**src/rtl/u_rca_arbiter_pkg.sv**
```systemverilog
// Shared definitions for the round-robin arbiter in front of a shared
// ripple-carry adder.
// Contents: result-register state enum, requester count, requester-ID width.
package u_rca_arbiter_pkg;

    // Number of requesters; the round-robin logic assumes exactly four.
    localparam int unsigned NREQ = 4;
    // Width of a requester index.
    localparam int unsigned ID_W = 2;

    // State of the single-entry result register.
    typedef enum logic {
        EMPTY = 1'b0,
        FULL  = 1'b1
    } state_e;

endpackage : u_rca_arbiter_pkg

```
**src/rtl/u_rca_arbiter_rca.sv**
```systemverilog
// u_rca_core: unsigned WIDTH-bit ripple-carry adder, carry-in tied to zero.
// Ports:
//   i_a, i_b : WIDTH-bit operands
//   o_sum    : WIDTH+1-bit sum, carry-out in the MSB
module u_rca_core #(
    parameter int unsigned WIDTH = 5
) (
    input  logic [WIDTH-1:0] i_a,
    input  logic [WIDTH-1:0] i_b,
    output logic [WIDTH:0]   o_sum
);

    logic [WIDTH:0]   w_c;
    logic [WIDTH-1:0] w_s;

    // One full adder per bit, carry rippling from bit 0 upward.
    always_comb begin
        w_c = '0;
        w_s = '0;
        for (int i = 0; i < int'(WIDTH); i++) begin
            w_s[i]   = i_a[i] ^ i_b[i] ^ w_c[i];
            w_c[i+1] = (i_a[i] & i_b[i]) | (w_c[i] & (i_a[i] ^ i_b[i]));
        end
    end

    assign o_sum = {w_c[WIDTH], w_s};

endmodule : u_rca_core

```
**src/rtl/u_rca_arbiter.sv**
```systemverilog
// u_rca_arbiter: four requesters share one ripple-carry adder through a
// round-robin grant; the sum is held in a single-entry result register.
// Ports:
//   clk, rst           : clock, synchronous active-high reset
//   req_valid/req_ready: per-requester handshake (req_ready combinational)
//   req_a, req_b       : packed operands, requester i at [i*WIDTH +: WIDTH]
//   rsp_valid/rsp_ready: result handshake
//   rsp_out, rsp_id    : registered sum (carry in MSB) and owning requester
//   grant_cnt          : 16-bit wrapping grant counter, only when
//                        U_RCA_ARBITER_PERF_EN is defined
module u_rca_arbiter #(
    parameter int unsigned WIDTH = 5,
    parameter int unsigned NREQ  = u_rca_arbiter_pkg::NREQ
) (
    input  logic                                clk,
    input  logic                                rst,
    input  logic [NREQ-1:0]                     req_valid,
    output logic [NREQ-1:0]                     req_ready,
    input  logic [NREQ*WIDTH-1:0]               req_a,
    input  logic [NREQ*WIDTH-1:0]               req_b,
    output logic                                rsp_valid,
    input  logic                                rsp_ready,
    output logic [WIDTH:0]                      rsp_out,
    output logic [u_rca_arbiter_pkg::ID_W-1:0]  rsp_id
`ifdef U_RCA_ARBITER_PERF_EN
    ,
    output logic [15:0]                         grant_cnt
`endif
);

    import u_rca_arbiter_pkg::*;

    state_e           r_state;
    state_e           w_state_nxt;
    logic [ID_W-1:0]  r_ptr;
    logic [WIDTH:0]   r_rsp_out;
    logic [ID_W-1:0]  r_rsp_id;

    logic             w_can_accept;
    logic             w_gnt;
    logic [ID_W-1:0]  w_gnt_idx;
    logic [ID_W-1:0]  w_idx;
    logic [WIDTH-1:0] w_a;
    logic [WIDTH-1:0] w_b;
    logic [WIDTH:0]   w_sum;

    // Round-robin pick: scan offsets high to low so the lowest offset from
    // r_ptr (the first in search order) is the one left standing.
    always_comb begin
        w_can_accept = (r_state == EMPTY) || rsp_ready;
        w_gnt        = 1'b0;
        w_gnt_idx    = '0;
        w_idx        = '0;
        req_ready    = '0;
        for (int k = int'(NREQ) - 1; k >= 0; k--) begin
            w_idx = r_ptr + ID_W'(k);
            if (req_valid[w_idx]) begin
                w_gnt     = 1'b1;
                w_gnt_idx = w_idx;
            end
        end
        w_gnt = w_gnt && w_can_accept && !rst;
        req_ready[w_gnt_idx] = w_gnt;
    end

    // Operand mux driven only by the grant index, never by operand data.
    always_comb begin
        w_a = '0;
        w_b = '0;
        for (int k = 0; k < int'(NREQ); k++) begin
            if (ID_W'(k) == w_gnt_idx) begin
                w_a = req_a[k*WIDTH +: WIDTH];
                w_b = req_b[k*WIDTH +: WIDTH];
            end
        end
    end

    u_rca_core #(
        .WIDTH (WIDTH)
    ) u_core (
        .i_a   (w_a),
        .i_b   (w_b),
        .o_sum (w_sum)
    );

    // Next state: a grant always leaves a result; a drain without a grant empties.
    always_comb begin
        w_state_nxt = r_state;
        case (r_state)
            EMPTY:   if (w_gnt) w_state_nxt = FULL;
            FULL:    if (rsp_ready && !w_gnt) w_state_nxt = EMPTY;
            default: w_state_nxt = EMPTY;
        endcase
    end

    // State, pointer and result registers.
    always_ff @(posedge clk) begin
        if (rst) begin
            r_state   <= EMPTY;
            r_ptr     <= '0;
            r_rsp_out <= '0;
            r_rsp_id  <= '0;
        end else begin
            r_state <= w_state_nxt;
            if (w_gnt) begin
                r_ptr     <= w_gnt_idx + ID_W'(1);
                r_rsp_out <= w_sum;
                r_rsp_id  <= w_gnt_idx;
            end
        end
    end

    assign rsp_valid = (r_state == FULL);
    assign rsp_out   = r_rsp_out;
    assign rsp_id    = r_rsp_id;

`ifdef U_RCA_ARBITER_PERF_EN
    logic [15:0] r_grant_cnt;

    // Grant counter, wraps naturally at 16 bits.
    always_ff @(posedge clk) begin
        if (rst) begin
            r_grant_cnt <= '0;
        end else if (w_gnt) begin
            r_grant_cnt <= r_grant_cnt + 16'd1;
        end
    end

    assign grant_cnt = r_grant_cnt;
`endif

endmodule : u_rca_arbiter

```
**config.mk**
```make
export PLATFORM = sky130hd
export DESIGN_NAME = u_rca_arbiter
export DESIGN_NICKNAME = d
export VERILOG_FILES = /design/src/rtl/u_rca_arbiter_pkg.sv /design/src/rtl/u_rca_arbiter_rca.sv /design/src/rtl/u_rca_arbiter.sv
export SDC_FILE = /design/constraint.sdc
export NUM_CORES = 1
export LEC_CHECK = 0
export ABC_AREA = 1
export BUFFER_PORTS_ARGS = -buffer_cell sky130_fd_sc_hd__clkbuf_2
export CORE_MARGIN = 2
export CORE_UTILIZATION = 35
export CTS_CLUSTER_SIZE = 24
export DETAILED_ROUTE_END_ITERATION = 6
export GPL_ROUTABILITY_DRIVEN = 1
export PLACE_DENSITY = 0.7
export SLEW_MARGIN = 10
export SYNTH_ARGS = -nofsm -noshare
export SYNTH_HDL_FRONTEND = slang
export SYNTH_SLANG_ARGS = --single-unit
```
**constraint.sdc**
```tcl
create_clock -name clk -period 5 [get_ports clk]
set_clock_uncertainty 0.2 [all_clocks]
set_input_delay 0.75 -clock clk [delete_from_list [all_inputs] [get_ports clk]]
set_output_delay 0.75 -clock clk [all_outputs]
set_load 0.02 [all_outputs]
```
==> PnR_summary.wiki, run 1 <==
{| class="wikitable"
! Metric !! Value
|-
| Critical path class || primary input to flop
|-
| Post-route worst setup slack || 0.556 ns
|-
| Via count of the routed design || 1340
|-
| Synth Instances || 187
|-
| Setup TNS after final layout || 0 ns
|-
| Final worst-path cycle share || 88.9%
|-
| Antenna viol nets, final || 0
|-
| Crit path top cell by count || sky130_fd_sc_hd__nand2_1
|-
| Master cell of the clock root buffer || sky130_fd_sc_hd__clkbuf_4
|-
| Number of global-route vias before repair || 1273
|-
| VDD IR-drop max || 0.000509 V
|-
| Synth Warn # || 0
|-
| Post-synth top area share || 19.3%
|-
| Max-cap check violation count || 0
|-
| Count of buffers added by post-CTS timing repair for setup || 0
|-
| Setup repair after global routing missed its margin || no
|-
| Depth of the worst hold-timing path || 2
|-
| Post-detailed-route wirelength per cell || 10.5 um
|-
| Final hold violation count || 0
|-
| Leading cell types by count after synthesis || sky130_fd_sc_hd__nand2_1 (56), sky130_fd_sc_hd__a21oi_1 (21), sky130_fd_sc_hd__nand3_1 (19)
|-
| Congestion Overflow GR || 0
|-
| Fill cell instance count of the final layout || 345
|-
| Endpoint, Worst Hold || rsp_out[3]
|-
| Count of standard-cell rows || 20
|-
| Longest Clk Path Bufs || 2
|-
| Buffers plus inverters on the worst setup path || 5
|-
| Number of antenna violations at the first check in global routing || 0
|-
| Type of the tightest min-delay check || flop to flop
|-
| Cell type with the highest aggregate area in the netlist || sky130_fd_sc_hd__dfxtp_1
|-
| Placement Setup Slack || 0.284 ns
|-
| Layout cells sized above 1 || 31.3%
|-
| Post-detail-place hpwl || 2520 um
|-
| Mapped Area || 1140 sq um
|-
| Worst hold path startpoint || rsp_out[3]
|-
| Highest fanout seen on the critical path || 11
|-
| Category of cells accounting for the largest share of critical-path delay || adder cells
|-
| Most frequent cell after synthesis || sky130_fd_sc_hd__nand2_1
|-
| Reg2Reg Setup Slack || 0.58 ns
|-
| Flop and latch count out of synthesis || 11
|-
| Post-Place Cell Area || 1480 sq um
|-
| Number of hold buffers added after CTS || 0
|-
| Synth-to-layout area growth || 31.9%
|-
| Launch point of the worst reg-to-reg path || r_ptr[0]
|-
| Die area || 3740 sq um
|-
| Worst hold slack || 0.266 ns
|-
| I/O pin count || 60
|-
| Final #Nets || 303
|-
| Fraction of the yosys area taken by sequential cells || 19.3%
|-
| Data arrival time of the critical path || 4.46 ns
|-
| Total DRC errors in the routed layout || 0
|-
| Headroom to the max-slew limit || 74.3%
|-
| Final design area excluding fillers || 1510 sq um
|-
| Clock slew at reported path FFs || 0.07 ns
|-
| Clock buffer count from CTS || 3
|-
| Placeable core region || 3080 sq um
|-
| Number of clock sinks || 11
|-
| Number of cell instances on the worst register-to-register path || 21
|-
| Endpoints failing setup || 0
|-
| CP Data Required Time || 5.02 ns
|-
| Avg Cell Area, Syn || 6.11 sq um
|-
| Ranking of synthesized cells by area || sky130_fd_sc_hd__dfxtp_1 (19%), sky130_fd_sc_hd__nand2_1 (18%), sky130_fd_sc_hd__a21oi_1 (9.2%)
|-
| Iteration count of the initial detailed-routing pass || 5
|-
| CTS tree || done
|-
| Pin count of the biggest net entering global routing || 15
|-
| Startpoint type of the worst setup path || primary input
|-
| Drt via density || 4.62
|-
| Cell with the largest stage delay on the worst path || sky130_fd_sc_hd__fa_1
|-
| Critical Path Sink Type || flop
|-
| Status || finished, final reports clean
|-
| Clock latency on the worst-skew pair || 0.27 ns
|-
| Quantity of I/O buffers inserted on ports || 59
|-
| Number of distinct library cells after synthesis || 22
|-
| GPL Wtd Cong || 0.851
|-
| Commonest register cell after synthesis || sky130_fd_sc_hd__dfxtp_1
|-
| CTS resizes || 0
|-
| Static leakage || 0.864 nW
|-
| Width of the die || 61.1 um
|-
| Worst-margin pin slew || 0.386 ns
|-
| Slew Limit Fails || 0
|-
| Clock H-tree levels || 1
|-
| EDFF count, synth || 0
|-
| Starting density of the core || 37.1%
|-
| Min Tclk post-route || 4.44 ns
|-
| Crit path largest cell delay || 0.48 ns
|-
| Final wirelength || 3040 um
|-
| Count of inserted antenna diode cells || 0
|-
| Die H || 61.1 um
|-
| DRC violation total after the first TritonRoute iteration || 59
|-
| Worst r2r dst || rsp_out[4]
|-
| Global router's overall resource usage || 17.4%
|-
| Top achievable clock speed || 225 MHz
|-
| Syn nets || 243
|-
| Sequence of cells on the critical path || clkbuf_2 -> inv_1 -> nand2_1 -> nand3_1 -> inv_1 -> nor2_4 -> o21ai_0 -> nand2_1 -> nand2_1 -> nand2_1 -> inv_1 -> ha_1 -> inv_1 -> o21ai_0 -> a21oi_1 -> ha_1 -> fa_1 -> fa_1 -> fa_1 -> fa_1 -> nand2_1 -> nand2_1
|-
| Ratio of total power to cell area || 935 nW/um^2
|-
| Proportion of synthesized flip-flops having asynchronous set or reset || 0%
|-
| Wire length of the first global-routing pass || 4950 um
|}
## layout make-up
type	count	area [sq um]	area share [%]
Inverter	20	75.1	4.98
Tap cell	44	55.1	3.65
Timing Repair Buffer	62	318	21.1
Clock buffer	4	26.3	1.74
Multi-Input combinational cell	149	812	53.9
Sequential cell	11	220	14.6
## flip-flops by register name, summed over array words and instances (netlist names)
| signal | count |
|---|---|
| rsp_id | 2 |
| r_ptr | 2 |
| rsp_valid | 1 |
| rsp_out | 6 |
## cell usage in the layout, fill, tap and decap left out, types with 4 or more instances in the layout
| master | n |
|---|---|
| sky130_fd_sc_hd__dfxtp_1 | 11 |
| sky130_fd_sc_hd__o21ai_0 | 12 |
| sky130_fd_sc_hd__inv_1 | 17 |
| sky130_fd_sc_hd__ha_1 | 5 |
| sky130_fd_sc_hd__clkbuf_2 | 59 |
| sky130_fd_sc_hd__nor2_1 | 17 |
| sky130_fd_sc_hd__nand3_1 | 19 |
| sky130_fd_sc_hd__fa_1 | 4 |
| sky130_fd_sc_hd__nand2_1 | 56 |
| sky130_fd_sc_hd__a21oi_1 | 21 |
| sky130_fd_sc_hd__nand2_2 | 4 |
## worst max path at each step
stage / start / end / slack (ns) / cells past startpoint
after floorplan: req_valid[3] / rsp_out[4] / 0.48 / 24
after global placement: req_valid[1] / rsp_out[4] / 0.38 / 22
after detailed placement: req_valid[3] / rsp_out[4] / 0.28 / 22
after CTS: req_valid[3] / rsp_out[4] / 0.56 / 22
after global routing: r_ptr[1] / rsp_out[4] / 0.18 / 22
final: req_valid[3] / rsp_out[4] / 0.56 / 22
## logic make-up after synthesis
logic type      after synthesis  synth area share (%)
compound gates               39                  19.3
fa+ha+maj                     9                  12.5
buf+inv                      27                  9.64
flops                        11                  19.3
simple gates                101                  39.3
## report_power, final
group | leakage (nW) | switching, W | total (W) | internal, W
combinational | 0.757 | 0.000735 | 0.00119 | 0.000457
sequential | 0.0915 | 0.0000241 | 0.000154 | 0.000130
clock | 0.0150 | 0.0000314 | 0.0000623 | 0.0000309
## through the flow
step | total power [W] | std cells | util [%]
floorplan | 0.00109 | 187 | -
global placement | 0.00134 | 286 | 48.1
detailed placement | 0.00135 | 286 | 48.1
CTS | 0.00142 | 290 | 48.9
global route | 0.00162 | 290 | 48.9
finish | 0.00141 | 290 | 48.9
## per-layer routing
| metal | global-route usage [%] | vias to the layer above | part of all wire, % |
|---|---|---|---|
| met4 | 1.86 | 0 | 0 |
| met1 | 20.9 | 570 | 44 |
| li1 | - | 723 | - |
| met2 | 32.2 | 47 | 49 |
| met3 | 4.41 | 0 | 6.4 |
| met5 | 0 | - | 0 |
## worst register-to-register path, cell delays in order, from the launching register on
cell and delay, ns:
sky130_fd_sc_hd__dfxtp_1 0.44, sky130_fd_sc_hd__inv_2 0.13, sky130_fd_sc_hd__nand2_1 0.10, sky130_fd_sc_hd__nand3_1 0.08, sky130_fd_sc_hd__inv_1 0.11, sky130_fd_sc_hd__nor2_4 0.07
sky130_fd_sc_hd__o21ai_0 0.07, sky130_fd_sc_hd__nand2_1 0.07, sky130_fd_sc_hd__nand2_1 0.07, sky130_fd_sc_hd__nand2_1 0.09, sky130_fd_sc_hd__inv_1 0.09, sky130_fd_sc_hd__ha_1 0.33
sky130_fd_sc_hd__inv_1 0.22, sky130_fd_sc_hd__o21ai_0 0.22, sky130_fd_sc_hd__a21oi_1 0.09, sky130_fd_sc_hd__ha_1 0.21, sky130_fd_sc_hd__fa_1 0.40, sky130_fd_sc_hd__fa_1 0.40
sky130_fd_sc_hd__fa_1 0.39, sky130_fd_sc_hd__fa_1 0.48, sky130_fd_sc_hd__nand2_1 0.05, sky130_fd_sc_hd__nand2_1 0.07
Note: power is estimated with default switching activity, not from simulation.
==> run 2: changes to the inputs <==
--- a/config.mk
+++ b/config.mk
@@ -5,14 +5,15 @@
 export SDC_FILE = /design/constraint.sdc
 export NUM_CORES = 1
 export LEC_CHECK = 0
-export ABC_AREA = 1
 export BUFFER_PORTS_ARGS = -buffer_cell sky130_fd_sc_hd__clkbuf_2
 export CORE_MARGIN = 2
 export CORE_UTILIZATION = 35
+export CTS_CLUSTER_DIAMETER = 200
 export CTS_CLUSTER_SIZE = 24
 export DETAILED_ROUTE_END_ITERATION = 6
 export GPL_ROUTABILITY_DRIVEN = 1
-export PLACE_DENSITY = 0.7
+export HOLD_SLACK_MARGIN = 0.1
+export PLACE_DENSITY = 0.72
 export SLEW_MARGIN = 10
 export SYNTH_ARGS = -nofsm -noshare
 export SYNTH_HDL_FRONTEND = slang
==> PnR_summary.wiki, run 2 <==
{| class="wikitable"
! Metric !! Value
|-
| Endpoints failing setup || 0 (unchanged)
|-
| Drt via density || 4.95 (was 4.62)
|-
| Antenna viol nets, final || 0 (unchanged)
|-
| Fraction of the yosys area taken by sequential cells || 21.8% (was 19.3%)
|-
| Leading cell types in the layout, fill and taps excluded || sky130_fd_sc_hd__clkbuf_2 (59), sky130_fd_sc_hd__nand2_1 (27), sky130_fd_sc_hd__a21oi_1 (21) (was sky130_fd_sc_hd__clkbuf_2 (59), sky130_fd_sc_hd__nand2_1 (56), sky130_fd_sc_hd__a21oi_1 (21))
|-
| Ratio of total power to cell area || 370 nW/um^2 (was 935 nW/um^2)
|-
| Longest Clk Path Bufs || 2 (unchanged)
|-
| Setup repair after global routing missed its margin || no (unchanged)
|-
| Global-route track usage on met2 || 28.9% (was 32.2%)
|-
| Layout cells sized above 1 || 34.4% (was 31.3%)
|-
| Min Tclk post-route || 4.40 ns (was 4.44 ns)
|-
| I/O pin count || 60 (unchanged)
|-
| Count of inserted antenna diode cells || 0 (unchanged)
|-
| Global router's overall resource usage || 15.8% (was 17.4%)
|-
| Static leakage || 0.637 nW (was 0.864 nW)
|-
| Fill cell instance count of the final layout || 293 (was 345)
|-
| Number of cell instances on the worst register-to-register path || 16 (was 21)
|-
| DRC violation total after the first TritonRoute iteration || 32 (was 59)
|-
| Via count of the routed design || 1103 (was 1340)
|-
| Headroom to the max-slew limit || 45.5% (was 74.3%)
|-
| Cell with the largest stage delay on the worst path || sky130_fd_sc_hd__fa_1 (unchanged)
|-
| Number of distinct library cells after synthesis || 25 (was 22)
|-
| Category of cells accounting for the largest share of critical-path delay || adder cells (unchanged)
|-
| Width of the die || 57.8 um (was 61.1 um)
|-
| Share of power burned in combinational logic || 61.1% (was 84.6%)
|-
| Starting density of the core || 36.7% (was 37.1%)
|-
| Status || finished, final reports clean (unchanged)
|-
| Total DRC errors in the routed layout || 0 (unchanged)
|-
| Synth-to-layout area growth || 32.3% (was 31.9%)
|-
| Synth Instances || 137 (was 187)
|-
| Placement Setup Slack || 0.293 ns (was 0.284 ns)
|-
| Type of the tightest min-delay check || flop to flop (unchanged)
|-
| Clock slew at reported path FFs || 0.07 ns (about the same)
|-
| VDD IR-drop max || 0.000392 V (was 0.000509 V)
|-
| Iteration count of the initial detailed-routing pass || 4 (was 5)
|-
| Top achievable clock speed || 227 MHz (was 225 MHz)
|-
| Post-synth top area share || 21.8% (was 19.3%)
|-
| Overall Power || 0.000496 W (was 0.00141 W)
|-
| Cell Count Post-Placement || 219 (was 286)
|-
| Proportion of power drawn by flip-flops and latches || 26.6% (was 10.9%)
|-
| Most used routing layer in global routing || met2 (unchanged)
|-
| Slew Limit Fails || 0 (unchanged)
|-
| Count of buffers added by post-CTS timing repair for setup || 0 (unchanged)
|-
| Non-filler cells in the finished layout || 223 (was 290)
|-
| Final worst-path cycle share || 88.0% (was 88.9%)
|-
| Final #Nets || 249 (was 303)
|-
| Master cell of the clock root buffer || sky130_fd_sc_hd__clkbuf_4 (unchanged)
|-
| CTS resizes || 0 (unchanged)
|-
| Count of standard-cell rows || 19 (was 20)
|-
| Cell type with the highest aggregate area in the netlist || sky130_fd_sc_hd__dfxtp_1 (unchanged)
|-
| CP Data Required Time || 4.93 ns (was 5.02 ns)
|-
| Placeable core region || 2760 sq um (was 3080 sq um)
|-
| Max-cap check violation count || 0 (unchanged)
|-
| Ranking of synthesized cells by area || sky130_fd_sc_hd__dfxtp_1 (22%), sky130_fd_sc_hd__a21oi_1 (10%), sky130_fd_sc_hd__nand2_1 (10%) (was sky130_fd_sc_hd__dfxtp_1 (19%), sky130_fd_sc_hd__nand2_1 (18%), sky130_fd_sc_hd__a21oi_1 (9.2%))
|-
| Highest fanout seen on the critical path || 13 (was 11)
|-
| Number of hold buffers added after CTS || 0 (unchanged)
|-
| Post-route worst setup slack || 0.602 ns (was 0.556 ns)
|-
| Number of global-route vias before repair || 1003 (was 1273)
|-
| Wire length of the first global-routing pass || 4140 um (was 4950 um)
|-
| Data arrival time of the critical path || 4.33 ns (was 4.46 ns)
|-
| CTS tree || done (unchanged)
|-
| Flop and latch count out of synthesis || 11 (unchanged)
|-
| Die H || 57.8 um (was 61.1 um)
|-
| Critical Path Sink Type || flop (unchanged)
|-
| Critical path class || primary input to flop (unchanged)
|-
| Clock H-tree levels || 1 (unchanged)
|-
| Worst-margin pin slew || 0.817 ns (was 0.386 ns)
|-
| Most frequent cell after synthesis || sky130_fd_sc_hd__nand2_1 (unchanged)
|-
| Crit path top cell by count || sky130_fd_sc_hd__fa_1 (was sky130_fd_sc_hd__nand2_1)
|-
| Number of clock sinks || 11 (unchanged)
|-
| Total area of sequential cells || 220 sq um (unchanged)
|-
| Setup TNS after final layout || 0 ns (unchanged)
|-
| Clock latency on the worst-skew pair || 0.27 ns (about the same)
|-
| Synth Warn # || 0 (unchanged)
|-
| Congestion Overflow GR || 0 (unchanged)
|-
| Buffers plus inverters on the worst setup path || 2 (was 5)
|-
| Worst hold path startpoint || rsp_out[0] (was rsp_out[3])
|-
| Commonest register cell after synthesis || sky130_fd_sc_hd__dfxtp_1 (unchanged)
|-
| Switching power of the nets || 0.000222 W (was 0.000790 W)
|-
| GPL Wtd Cong || 0.802 (was 0.851)
|-
| Relative contribution of the clock network to total power || 12.3% (was 4.4%)
|-
| Area of the multi-input gates || 736 sq um (was 812 sq um)
|-
| Avg Cell Area, Syn || 7.39 sq um (was 6.11 sq um)
|-
| Depth of the worst hold-timing path || 2 (unchanged)
|-
| Reg2Reg Setup Slack || 0.97 ns (was 0.58 ns)
|-
| Most common cell after layout, fill and taps aside || sky130_fd_sc_hd__clkbuf_2 (unchanged)
|-
| Startpoint type of the worst setup path || primary input (unchanged)
|-
| Clock buffer count from CTS || 3 (unchanged)
|-
| Pin count of the biggest net entering global routing || 24 (was 15)
|-
| Leading cell types by count after synthesis || sky130_fd_sc_hd__nand2_1 (27), sky130_fd_sc_hd__a21oi_1 (21), sky130_fd_sc_hd__dfxtp_1 (11) (was sky130_fd_sc_hd__nand2_1 (56), sky130_fd_sc_hd__a21oi_1 (21), sky130_fd_sc_hd__nand3_1 (19))
|-
| EDFF count, synth || 0 (unchanged)
|-
| Switching power share of the total || 44.9% (was 56.1%)
|-
| Quantity of I/O buffers inserted on ports || 59 (unchanged)
|-
| Die area || 3340 sq um (was 3740 sq um)
|-
| Proportion of synthesized flip-flops having asynchronous set or reset || 0% (unchanged)
|-
| Sequence of cells on the critical path || clkbuf_2 -> nor2b_1 -> a21boi_1 -> o32a_1 -> inv_1 -> ha_1 -> nand3b_1 -> a21oi_1 -> a21oi_1 -> o21ai_0 -> ha_1 -> fa_1 -> fa_1 -> fa_1 -> fa_1 -> nand2_1 -> o21ai_1 (was clkbuf_2 -> inv_1 -> nand2_1 -> nand3_1 -> inv_1 -> nor2_4 -> o21ai_0 -> nand2_1 -> nand2_1 -> nand2_1 -> inv_1 -> ha_1 -> inv_1 -> o21ai_0 -> a21oi_1 -> ha_1 -> fa_1 -> fa_1 -> fa_1 -> fa_1 -> nand2_1 -> nand2_1)
|-
| Internal portion of total power || 0.000273 W (was 0.000618 W)
|-
| Endpoint, Worst Hold || rsp_out[0] (was rsp_out[3])
|-
| Number of stages on the worst setup path || 17 (was 22)
|-
| Routing usage on met1 || 18.0% (was 20.9%)
|-
| Number of antenna violations at the first check in global routing || 0 (unchanged)
|-
| Post-detail-place hpwl || 2030 um (was 2520 um)
|-
| Final hold violation count || 0 (unchanged)
|-
| Met3 usage || 4.24% (was 4.41%)
|-
| Worst r2r dst || rsp_out[4] (unchanged)
|-
| Number of flip-flops in the largest register || 6 (unchanged)
|-
| Launch point of the worst reg-to-reg path || r_ptr[0] (unchanged)
|-
| Post-detailed-route wirelength per cell || 11.2 um (was 10.5 um)
|-
| Syn nets || 193 (was 243)
|-
| Mapped Area || 1010 sq um (was 1140 sq um)
|-
| Crit path largest cell delay || 0.43 ns (was 0.48 ns)
|-
| Final wirelength || 2490 um (was 3040 um)
|}
-- run 2: cell count changes after synthesis, sizes merged, moves of 3 or more --
cell / previous run / this run
nor2: 19 / 1
nand3: 20 / 0
nand3b: 0 / 10
nor3b: 0 / 4
o211ai: 3 / 0
nand2b: 0 / 9
clkbuf: 5 / 8
o21ai: 12 / 17
nand2: 62 / 27
inv: 18 / 2
nor2b: 0 / 4
and2: 0 / 4
-- run 2: stage by stage --
stage | utilization (%) | hold slack [ns] | cell area, sq um
6_report | 48.5 | 0.265 | 1340
3_5_place_dp | 47.6 | 0.257 | 1310
5_1_grt | 48.5 | 0.294 | 1340
2_1_floorplan | - | 0.277 | 1010
4_1_cts | 48.5 | 0.270 | 1340
3_3_place_gp | 47.6 | 0.255 | 1310
-- run 2: logic make-up after synthesis --
group	count (synthesis)	share of synthesized area (%)
compound gates	43	22.6
flops	11	21.8
simple gates	61	35.0
fa+ha+maj	9	14.1
mux	1	0.989
buf+inv	12	5.56
-- run 2: worst max-delay path by stage --
stage / startpoint / end / slack, ns
finish: req_valid[2] / rsp_out[4] / 0.60
global placement: req_valid[2] / rsp_out[4] / 0.37
floorplan: req_valid[2] / rsp_out[4] / 0.70
detailed placement: req_valid[2] / rsp_out[4] / 0.29
global route: req_valid[2] / rsp_out[4] / 0.31
CTS: req_valid[2] / rsp_out[4] / 0.59
-- run 2: worst min-delay path, stage by stage (launching register included) --
cell                       delay [ns]
sky130_fd_sc_hd__dfxtp_1         0.31
sky130_fd_sc_hd__nand2b_1        0.06
sky130_fd_sc_hd__o21ai_1         0.05
-- run 2: power by group through the flow --
stage	sequential, W	clock (W)	combinational, W
2_1_floorplan	0.000159	0	0.000194
3_3_place_gp	0.000133	0	0.000303
3_5_place_dp	0.000134	0	0.000307
4_1_cts	0.000132	0.0000636	0.000309
5_1_grt	0.000137	0.0000686	0.000349
6_report	0.000132	0.0000608	0.000303
-- run 2: layout make-up --
| type | instances | area share [%] |
|---|---|---|
| flip-flops and latches | 11 | 16.4 |
| well taps | 31 | 2.90 |
| inverters | 2 | 0.561 |
| multi-input cells | 114 | 55.0 |
| clock buffers | 4 | 1.96 |
| repair buffers | 61 | 23.2 |
-- run 2: metal layers --
layer  routed length [um]  part of all wire [%]
met1                 1090                    44
met2                 1280                    52
met3                  114                   4.6
met4                    0                     0
met5                    0                     0
